`config.mk`:
```
export PLATFORM = sky130hd
export DESIGN_NAME = reg_file_bank
export DESIGN_NICKNAME = d
export VERILOG_FILES = /design/src/rtl/reg_file_bank_pkg.sv /design/src/rtl/reg_file_cell.sv /design/src/rtl/reg_file_bank.sv
export SDC_FILE = /design/constraint.sdc
export NUM_CORES = 1
export LEC_CHECK = 0
export ABC_AREA = 1
export BUFFER_PORTS_ARGS = -buffer_cell sky130_fd_sc_hd__buf_4
export CORE_AREA = 5 5 216 218
export CTS_CLUSTER_DIAMETER = 50
export DETAILED_ROUTE_END_ITERATION = 7
export DIE_AREA = 0 0 221 223
export GPL_ROUTABILITY_DRIVEN = 0
export PLACE_DENSITY_LB_ADDON = 0.12
export SETUP_SLACK_MARGIN = 0.1
export SLEW_MARGIN = 15
export SYNTH_ARGS = -nofsm -noshare
export SYNTH_HDL_FRONTEND = slang
export SYNTH_SLANG_ARGS = --single-unit
```
`constraint.sdc`:
```
create_clock -name clk -period 0.8 [get_ports clk]
set_input_delay 0.04 -clock clk [delete_from_list [all_inputs] [get_ports clk]]
set_output_delay 0.04 -clock clk [all_outputs]
set_load 0.02 [all_outputs]
```
`src/rtl/reg_file_bank_pkg.sv`:
```
// Shared definitions for the register file bank: register-type codes,
// default widths and the mask-decode helper.
// Optional feature macro used by this slice: REG_BANK_SHADOW_EN.
package reg_file_bank_pkg;

    localparam logic [1:0] REG_RO  = 2'd0;
    localparam logic [1:0] REG_RW  = 2'd1;
    localparam logic [1:0] REG_W1C = 2'd2;

    localparam int unsigned DEF_ADDR_WIDTH = 4;
    localparam int unsigned DEF_DATA_WIDTH = 16;
    localparam int unsigned DEF_NUM_REGS   = 16;

    // RW takes priority when a register is flagged in both masks
    function automatic logic [1:0] reg_type_decode(input logic rw_bit, input logic w1c_bit);
        if (rw_bit) begin
            return REG_RW;
        end
        if (w1c_bit) begin
            return REG_W1C;
        end
        return REG_RO;
    endfunction

endpackage

```
`src/rtl/reg_file_cell.sv`:
```
// Single register of the bank: byte-enable write, write-1-to-clear status
// and, when REG_BANK_SHADOW_EN is defined, a shadow copy committed on update.
module reg_file_cell
    import reg_file_bank_pkg::*;
#(
    parameter int unsigned DATA_WIDTH = DEF_DATA_WIDTH,
    parameter logic [1:0]  REG_TYPE   = REG_RO
) (
    input  logic                    clk,
    input  logic                    reset,
    input  logic                    i_wr,
    input  logic [DATA_WIDTH/8-1:0] i_be,
    input  logic [DATA_WIDTH-1:0]   i_wdata,
    input  logic [DATA_WIDTH-1:0]   i_hw,
    input  logic                    i_update,
    output logic [DATA_WIDTH-1:0]   o_active,
    output logic [DATA_WIDTH-1:0]   o_rdata
);

    localparam int unsigned NUM_BYTES = DATA_WIDTH / 8;

    logic [DATA_WIDTH-1:0] w_bit_en;
    logic [DATA_WIDTH-1:0] w_clr;
    logic [DATA_WIDTH-1:0] r_active;
    logic [DATA_WIDTH-1:0] w_active_nxt;

    // Expand byte enables to a per-bit mask
    always_comb begin
        w_bit_en = '0;
        for (int unsigned b = 0; b < NUM_BYTES; b++) begin
            w_bit_en[b*8 +: 8] = {8{i_be[b]}};
        end
    end

    assign w_clr = i_wr ? (i_wdata & w_bit_en) : '0;

`ifdef REG_BANK_SHADOW_EN
    logic [DATA_WIDTH-1:0] r_shadow;
    logic [DATA_WIDTH-1:0] w_shadow_nxt;

    // Writes land in the shadow; update copies the post-write shadow to active
    always_comb begin
        w_shadow_nxt = r_shadow;
        w_active_nxt = r_active;
        case (REG_TYPE)
            REG_RW: begin
                if (i_wr) begin
                    w_shadow_nxt = (i_wdata & w_bit_en) | (r_shadow & ~w_bit_en);
                end
                if (i_update) begin
                    w_active_nxt = w_shadow_nxt;
                end
            end
            // Hardware set dominates a same-cycle software clear
            REG_W1C: w_active_nxt = (r_active & ~w_clr) | i_hw;
            default: w_active_nxt = '0;
        endcase
    end

    // Storage for shadow and active copies
    always_ff @(posedge clk or posedge reset) begin
        if (reset) begin
            r_shadow <= '0;
            r_active <= '0;
        end else begin
            r_shadow <= w_shadow_nxt;
            r_active <= w_active_nxt;
        end
    end

    assign o_rdata = (REG_TYPE == REG_RW)  ? r_shadow :
                     (REG_TYPE == REG_W1C) ? r_active : i_hw;
`else
    logic w_unused_update;
    assign w_unused_update = i_update;

    // Writes go straight to the active copy
    always_comb begin
        w_active_nxt = r_active;
        case (REG_TYPE)
            REG_RW: begin
                if (i_wr) begin
                    w_active_nxt = (i_wdata & w_bit_en) | (r_active & ~w_bit_en);
                end
            end
            // Hardware set dominates a same-cycle software clear
            REG_W1C: w_active_nxt = (r_active & ~w_clr) | i_hw;
            default: w_active_nxt = '0;
        endcase
    end

    // Storage for the active copy
    always_ff @(posedge clk or posedge reset) begin
        if (reset) begin
            r_active <= '0;
        end else begin
            r_active <= w_active_nxt;
        end
    end

    assign o_rdata = (REG_TYPE == REG_RW || REG_TYPE == REG_W1C) ? r_active : i_hw;
`endif

    assign o_active = r_active;

endmodule

```
`src/rtl/reg_file_bank.sv`:
```
// Register file bank: NUM_REGS cells of RO/RW/W1C type selected by masks,
// a registered read mux and a one-cycle access acknowledge.
// Optional feature macro: REG_BANK_SHADOW_EN (double-buffered RW registers).
module reg_file_bank
    import reg_file_bank_pkg::*;
#(
    parameter int unsigned         ADDR_WIDTH = DEF_ADDR_WIDTH,
    parameter int unsigned         DATA_WIDTH = DEF_DATA_WIDTH,
    parameter int unsigned         NUM_REGS   = DEF_NUM_REGS,
    parameter logic [NUM_REGS-1:0] RW_MASK    = '0,
    parameter logic [NUM_REGS-1:0] W1C_MASK   = '0
) (
    input  logic                           clk,
    input  logic                           reset,
    input  logic                           en,
    input  logic                           rd,
    input  logic                           wr,
    input  logic [DATA_WIDTH/8-1:0]        be,
    input  logic [ADDR_WIDTH-1:0]          addr,
    input  logic [DATA_WIDTH-1:0]          data_in,
    output logic [DATA_WIDTH-1:0]          data_out,
    output logic                           ack,
    input  logic [DATA_WIDTH*NUM_REGS-1:0] values_in,
    output logic [DATA_WIDTH*NUM_REGS-1:0] values_out,
    input  logic                           update
);

    logic                  w_accept;
    logic                  w_wr_acc;
    logic [DATA_WIDTH-1:0] w_rdata;
    logic [DATA_WIDTH-1:0] w_cell_rdata [NUM_REGS];
    logic                  r_ack;
    logic [DATA_WIDTH-1:0] r_data_out;

    assign w_accept = en & (rd | wr);
    // A combined rd+wr strobe is treated as a pure read
    assign w_wr_acc = en & wr & ~rd;

    for (genvar i = 0; i < NUM_REGS; i++) begin : g_cell
        logic w_sel_wr;
        // Out-of-range addresses never match a cell, so such writes drop
        assign w_sel_wr = w_wr_acc & (addr == ADDR_WIDTH'(i));

        reg_file_cell #(
            .DATA_WIDTH (DATA_WIDTH),
            .REG_TYPE   (reg_type_decode(RW_MASK[i], W1C_MASK[i]))
        ) u_cell (
            .clk      (clk),
            .reset    (reset),
            .i_wr     (w_sel_wr),
            .i_be     (be),
            .i_wdata  (data_in),
            .i_hw     (values_in[i*DATA_WIDTH +: DATA_WIDTH]),
            .i_update (update),
            .o_active (values_out[i*DATA_WIDTH +: DATA_WIDTH]),
            .o_rdata  (w_cell_rdata[i])
        );
    end

    // Read mux; unmatched (out-of-range) addresses read as zero
    always_comb begin
        w_rdata = '0;
        for (int unsigned i = 0; i < NUM_REGS; i++) begin
            if (addr == ADDR_WIDTH'(i)) begin
                w_rdata = w_cell_rdata[i];
            end
        end
    end

    // Acknowledge pulse and read data capture, held until the next read
    always_ff @(posedge clk or posedge reset) begin
        if (reset) begin
            r_ack      <= 1'b0;
            r_data_out <= '0;
        end else begin
            r_ack <= w_accept;
            if (en && rd) begin
                r_data_out <= w_rdata;
            end
        end
    end

    assign ack      = r_ack;
    assign data_out = r_data_out;

endmodule

```
==> results by group, run 1 <==
Global route
  – Vias in the first global route: 5837
  – Initial antenna violation count: 5
  – Tot GR Track Use: 0.1085
  – Grt ovf: 0
  – Global-route wire length before repair: approximately 40 mm
  – Pin count of the biggest net entering global routing: 18

STA
  – Max Freq: just over 600 MHz
  – Number of max-slew violations in the final report: 0
  – Post-route clock period utilization: 2.015
  – Hold_ws: 91.90 ps
  – Crit path time final: 1612 ps
  – Setup_tns: -10560 ps
  – RSZ-0062 raised after global routing: yes
  – Setup ws final: -811.8 ps
  – Endpoints failing setup: 33
  – Setup Skew: 0 ps
  – Final hold violations: 0

Yosys
  – Number of distinct library cells after synthesis: 17
  – Cell Area, Synth: 4715 sq um
  – Seq/Total Area, Yosys: 0.09023
  – EDFF count, synth: 0
  – Average size of a mapped cell: 5.653 sq um
  – Async SR Flop Fraction: 1.000
  – Top FF cell, synth: dfrtp_1
  – Synth Register Bits: 17
  – Post-Synthesis Cells: 834
  – Synth Warn #: 0

Power
  – LEAKAGE: 4.368 nW
  – P per Cell Area: 825.0 nW/um^2
  – Worst-case vdd ir drop: slightly below 0.6 mV
  – Total power: 6.678 mW

Place
  – Placed insts: about 1800
  – Port bufs: 281
  – Place WS: -1413 ps
  – Detailed Place HPWL: 26.10 mm
  – Placed cell area: 7365 sq um

Setup path
  – Crit path required time: 960 ps
  – Crit path capture type: flip-flop
  – Worst-case reg-to-reg path depth: 3
  – RR Endpoint: data_out[10]
  – Largest fanout on the critical path: 4
  – CP arrival: 1770 ps
  – R2R Setup Slk: 70 ps
  – FF-to-FF Start: data_out[10]
  – Type of origin of the critical path: primary input
  – Critical path type: primary input to flip-flop

Clock network
  – Htree depth: 1
  – CTS tree: built
  – Clock Root Buffer: clkbuf_16
  – Sink Count: 17
  – Clock buffer count from CTS: 3
  – Clock Path Buffers: 2
  – Clock latency on the worst-skew pair: 260 ps
  – Clock slew at reported path FFs: around 60 ps

Worst hold path
  – Tightest Hold Check Type: primary input to flip-flop
  – Worst Hold Depth: 5
  – HP Start: values_in[208]
  – Hold Path End: data_out[0]

Layout
  – Commonest cells after routing, fill and taps aside: buf_4, conb_1, nand2_1
  – Core Util, Final: 0.1811
  – Fin area: approximately 8100 sq um
  – Proportion of layout cells with a drive suffix above 1: 0.4091
  – Layout area overhead: 71.68%
  – Nets@finish: 1478
  – Post-Layout Cell Count: 1795
  – Most common library cell in the layout ignoring fill and taps: buf_4

Floorplanning
  – Die Y: between 200 and 250 um
  – Top Ports: 557
  – Row cnt: a little under 80
  – Chip Width: 221 um
  – Die ar.: 49280 sq um
  – Core area: 44700 sq um
  – Initial Utilization: 0.1055

Detailed routing
  – Final ANT Viol Nets: 0
  – Wire per inst: 16.22 um
  – DR vias: 5626
  – DRT iter0 DRCs: 141
  – Drt via density: 3.134
  – DRC: 0
  – Detailed Route WL: 29.11 mm
  – TritonRoute pass-1 iters: 4

Flow run
  – Maxcap violations: 0

Run status
  – Status: finished with violations
  – Failing checks: setup timing
## where the power goes
group,leakage [nW],internal [mW],switching [mW],total (mW)
sequential,0.214,1.01,0.128,1.14
combinational,4.12,1.83,2.61,4.44
clock,0.0382,0.681,0.413,1.09
total,4.37,3.53,3.15,6.68
## metal layers
layer	routed length, um	track usage	share of wire
met1	11770	0.1315	0.40
met2	14670	0.1960	0.50
met3	2412	0.03118	0.083
met4	202	0.01381	0.0069
met5	57	0	0.0020
## cells in the mapped netlist, types with 2 or more instances
cell type	instances	area, sq um
o21ai_0	3	15.01
nor2_1	114	427.9
nand2_1	236	885.9
nor2_2	6	37.54
nand3_1	38	190.2
dfrtp_1	17	425.4
inv_1	55	206.5
buf_2	8	40.04
buf_4	258	1937
nand4_1	41	256.5
a21oi_1	24	120.1
or2_2	15	93.84
nand2_2	2	12.51
inv_2	5	18.77
clkbuf_1	10	37.54
## how the worst max path moves through the flow
stage          startpoint  slack [ps]           end
6_report          addr[3]        -810   data_out[1]
5_1_grt           addr[0]        -930   data_out[9]
4_1_cts           addr[0]        -890  data_out[12]
3_5_place_dp      addr[1]       -1410  data_out[12]
3_3_place_gp      addr[1]       -1360  data_out[12]
2_1_floorplan     addr[3]        -340  data_out[11]
## final cells by class
cell class | count | area, sq um
fill | 5280 | 36600
timing repair buffer | 376 | 3146
multi-input combinational | 736 | 3423
antenna | 2 | 5.005
clock buffer | 4 | 78.83
inverter | 60 | 265.3
sequential | 17 | 425.4
tap | 600 | 750.7
## what timing repair did
item | 4_1_cts | 5_1_grt
buffers inserted | 15 | 1
endpoints found under the setup margin | 33 | 33
resized for setup | 76 | 59
endpoints found under the hold margin | 18 | 0
pin swaps | 41 | 48
hold buffers | 3 | 0
## flip-flops by register name (all words and copies together) (netlist names)
register,count
data_out,16
ack,1
## critical path: stages
cell and delay (ps):
buf_12 100, inv_12 40, nand2_8 50, buf_12 110, nor2_4 50, buf_6 120
nand2_1 50, nand3_1 60, nor2_1 130, nand4_1 230, nor2_2 230, buf_4 140
nand4_1 80, nor2_2 110, nand4_1 90, nand2_1 80, nand2_1 50
## cells by family after synthesis
family | Yosys count | share of synthesized area
buffers and inverters | 336 | 0.4751
other | 1 | 0.0007954
AO/OA/AOI/OAI | 27 | 0.02866
flip-flops | 17 | 0.09023
AND/OR/NAND/NOR | 453 | 0.4053
Note: power is estimated with default switching activity, not from simulation.
==> run 2, diff against run 1 <==
- ABC_AREA: 1 -> unset
- BUFFER_PORTS_ARGS: -buffer_cell sky130_fd_sc_hd__buf_4 -> unset
- CORE_AREA: 5 5 216 218 -> 5 5 213 215
- DIE_AREA: 0 0 221 223 -> 0 0 218 220
- DONT_BUFFER_PORTS: unset -> 1
- MAX_ROUTING_LAYER: unset -> met4
==> run 2 against run 1 <==
  * The run ends with hold timing, setup timing left
  * Utilization shrank 2.5 points
  * Highest routed layer is now met4
  * Sequential share of layout area grew 0.98 points
  * Sequential power is essentially flat
==> results by group, run 2 <==
Run status
  – Status: finished with violations
  – Failing checks: hold timing, setup timing

Power
  – P per Cell Area: 989.3 nW/um^2 (+20%)
  – Worst-case vdd ir drop: 0.6886 mV (+17%)
  – LEAKAGE: 2.884 nW (-34%)
  – Total power: 6.744 mW (+0.98%)

Yosys
  – EDFF count, synth: 0 (unchanged)
  – Async SR Flop Fraction: 1.000 (unchanged)
  – Post-Synthesis Cells: 741 (-11%)
  – Most common cell in the netlist: buf_4
  – Area leader, netlist: buf_4
  – Synth Register Bits: 17 (unchanged)
  – Cell Area, Synth: 5450 sq um (+16%)
  – Synth Warn #: 0 (unchanged)
  – Number of distinct library cells after synthesis: 63 (+46)
  – Top FF cell, synth: dfrtp_1
  – Area share of the largest cell type after synthesis: 0.3733 (-0.03755)
  – Post-synth top cells: buf_4, o21ai_0, a21oi_1
  – Synth top area cells: buf_4, dfrtp_1, mux2_2
  – Average size of a mapped cell: 7.355 sq um (+30%)
  – Seq/Total Area, Yosys: 0.07805 (-0.01218)

STA
  – Hold_ws: -11.70 ps (-103.6 ps)
  – Post-route clock period utilization: 1.359 (-0.6557)
  – Crit path time final: 1087 ps (-524.5 ps)
  – Number of max-slew violations in the final report: 0 (unchanged)
  – Setup_tns: -5185 ps (+5378 ps)
  – RSZ-0062 raised after global routing: yes
  – Endpoints failing setup: 32 (-3.0%)
  – Setup ws final: -287.2 ps (+524.5 ps)
  – Final hold violations: 2 (+2)
  – Max Freq: 919.8 MHz (+48%)
  – Setup Skew: 0 ps (unchanged)

Setup path
  – Worst-case reg-to-reg path depth: 3 (unchanged)
  – Critical path type: primary input to flip-flop
  – Crit path required time: 970 ps (about the same)
  – Type of origin of the critical path: primary input
  – Crit path launch: addr[1]
  – R2R Setup Slk: -140 ps (-210 ps)
  – RR Endpoint: data_out[4]
  – End of the critical path: data_out[6]
  – Crit path capture type: flip-flop
  – CP arrival: 1250 ps (-520 ps)
  – Largest fanout on the critical path: 88 (+84)
  – FF-to-FF Start: data_out[4]

Floorplanning
  – Initial Utilization: 0.1252 (+0.01968)
  – Top Ports: 557 (unchanged)
  – Core area: 43550 sq um (-2.6%)
  – Chip Width: 218 um (-1.4%)
  – Die Y: 220 um (-1.3%)
  – Die ar.: 47960 sq um (-2.7%)
  – Row cnt: 77 (-1.3%)

Detailed routing
  – DRT iter0 DRCs: 237 (+68%)
  – Detailed Route WL: 33.55 mm (+15%)
  – Final ANT Viol Nets: 0 (unchanged)
  – Wire per inst: 23.51 um (+45%)
  – DR vias: 5111 (-9.2%)
  – Drt via density: 3.582 (+14%)
  – TritonRoute pass-1 iters: 4 (unchanged)
  – DRC: 0 (unchanged)

Layout
  – Most common library cell in the layout ignoring fill and taps: conb_1
  – Proportion of layout cells with a drive suffix above 1: 0.3053 (-0.1038)
  – Nets@finish: 1117 (-24%)
  – Commonest cells after routing, fill and taps aside: conb_1, buf_4, o21ai_0
  – Post-Layout Cell Count: 1427 (-21%)
  – Max reg flops: 16 (unchanged)
  – Layout area overhead: 25.07%

Clock network
  – Clock Path Buffers: 2 (unchanged)
  – Clock slew at reported path FFs: 80 ps (+20 ps)
  – Clock latency on the worst-skew pair: 280 ps (+20 ps)
  – Clock buffer count from CTS: 3 (unchanged)
  – CTS tree: built
  – Htree depth: 1 (unchanged)
  – Clock Root Buffer: clkbuf_16
  – Sink Count: 17 (unchanged)

Global route
  – Tot GR Track Use: 0.1301 (+0.02160)
  – Pin count of the biggest net entering global routing: 108 (+90)
  – Global-route wire length before repair: 42.65 mm (+6.6%)
  – Vias in the first global route: 5161 (-12%)
  – Grt ovf: 0 (unchanged)
  – Initial antenna violation count: 6 (+1)

Place
  – Place WS: -749.6 ps (+663.0 ps)
  – Port bufs: 0 (-100%)
  – Detailed Place HPWL: 27.02 mm (+3.5%)
  – Placed insts: 1402 (-21%)

Flow run
  – Maxcap violations: 0 (unchanged)

Worst hold path
  – Tightest Hold Check Type: primary input to flip-flop
  – HP Start: addr[3]
==> run 2: worst min-delay path by stage <==
stage | endpoint | slack (ps) | depth (start not counted)
after floorplan | ack | -30 | 1
after global placement | ack | 40 | 2
after detailed placement | ack | 30 | 2
after CTS | data_out[9] | -60 | 2
after global routing | data_out[5] | -8 | 2
final | data_out[5] | -10 | 2
==> run 2: layout make-up <==
cell class	instances	area (sq um)
Antenna cell	3	7.507
Clock buffer	4	78.83
Fill cell	5027	36730
Inverter	7	26.28
Multi-Input combinational cell	664	4237
Sequential cell	17	425.4
Tap cell	592	740.7
Timing Repair Buffer	140	1301
==> run 2: routing by layer <==
metal	wire length (um)	vias to the layer above	global-route usage
li1	-	2330	-
met1	13700	2461	0.1573
met4	418	0	0.02407
met5	0	-	-
met2	16560	302	0.2231
met3	2878	18	0.03146
==> run 2: logic make-up (layout without fill, tap and decap cells) <==
logic type,count (synthesis),in the layout,share of synthesized area
buffers and inverters,316,151,0.4185
muxes,50,50,0.1116
other,1,259,0.0006880
AOI/OAI and AO/OA,223,223,0.2691
and+or+nand+nor,134,135,0.1221
DFF,17,17,0.07805
==> run 2: power by group <==
| group | internal (mW) | leakage [nW] | total [mW] | switching, mW |
|---|---|---|---|---|
| logic | 1.71 | 2.64 | 4.33 | 2.63 |
| clock network | 0.688 | 0.0382 | 1.26 | 0.570 |
| registers | 1.01 | 0.203 | 1.15 | 0.141 |
| total | 3.41 | 2.88 | 6.74 | 3.34 |
==> run 2: critical path, cell delays in order <==
cell and delay (ps):
or2_4 330, buf_4 150, a21o_1 140, o31ai_1 80, a2111oi_1 140, a221o_1 300
==> run 2: stage by stage <==
| step | hold slack [ps] | util | instance area [sq um] |
|---|---|---|---|
| 2_1_floorplan | -33.93 | - | 6559 |
| 3_3_place_gp | 42.46 | 0.1374 | 5982 |
| 3_5_place_dp | 33.04 | 0.1374 | 5982 |
| 4_1_cts | -57.49 | 0.1481 | 6447 |
| 5_1_grt | -8.213 | 0.1565 | 6817 |
| 6_report | -11.70 | 0.1565 | 6817 |
==> run 2: repair_timing <==
item	CTS	global route
hold endpoints to repair	24	3
cloned	1	0
setup endpoints to repair	33	33
pin swaps	22	34
hold buffers	4	1
setup buffers	9	3
resized for setup	69	67
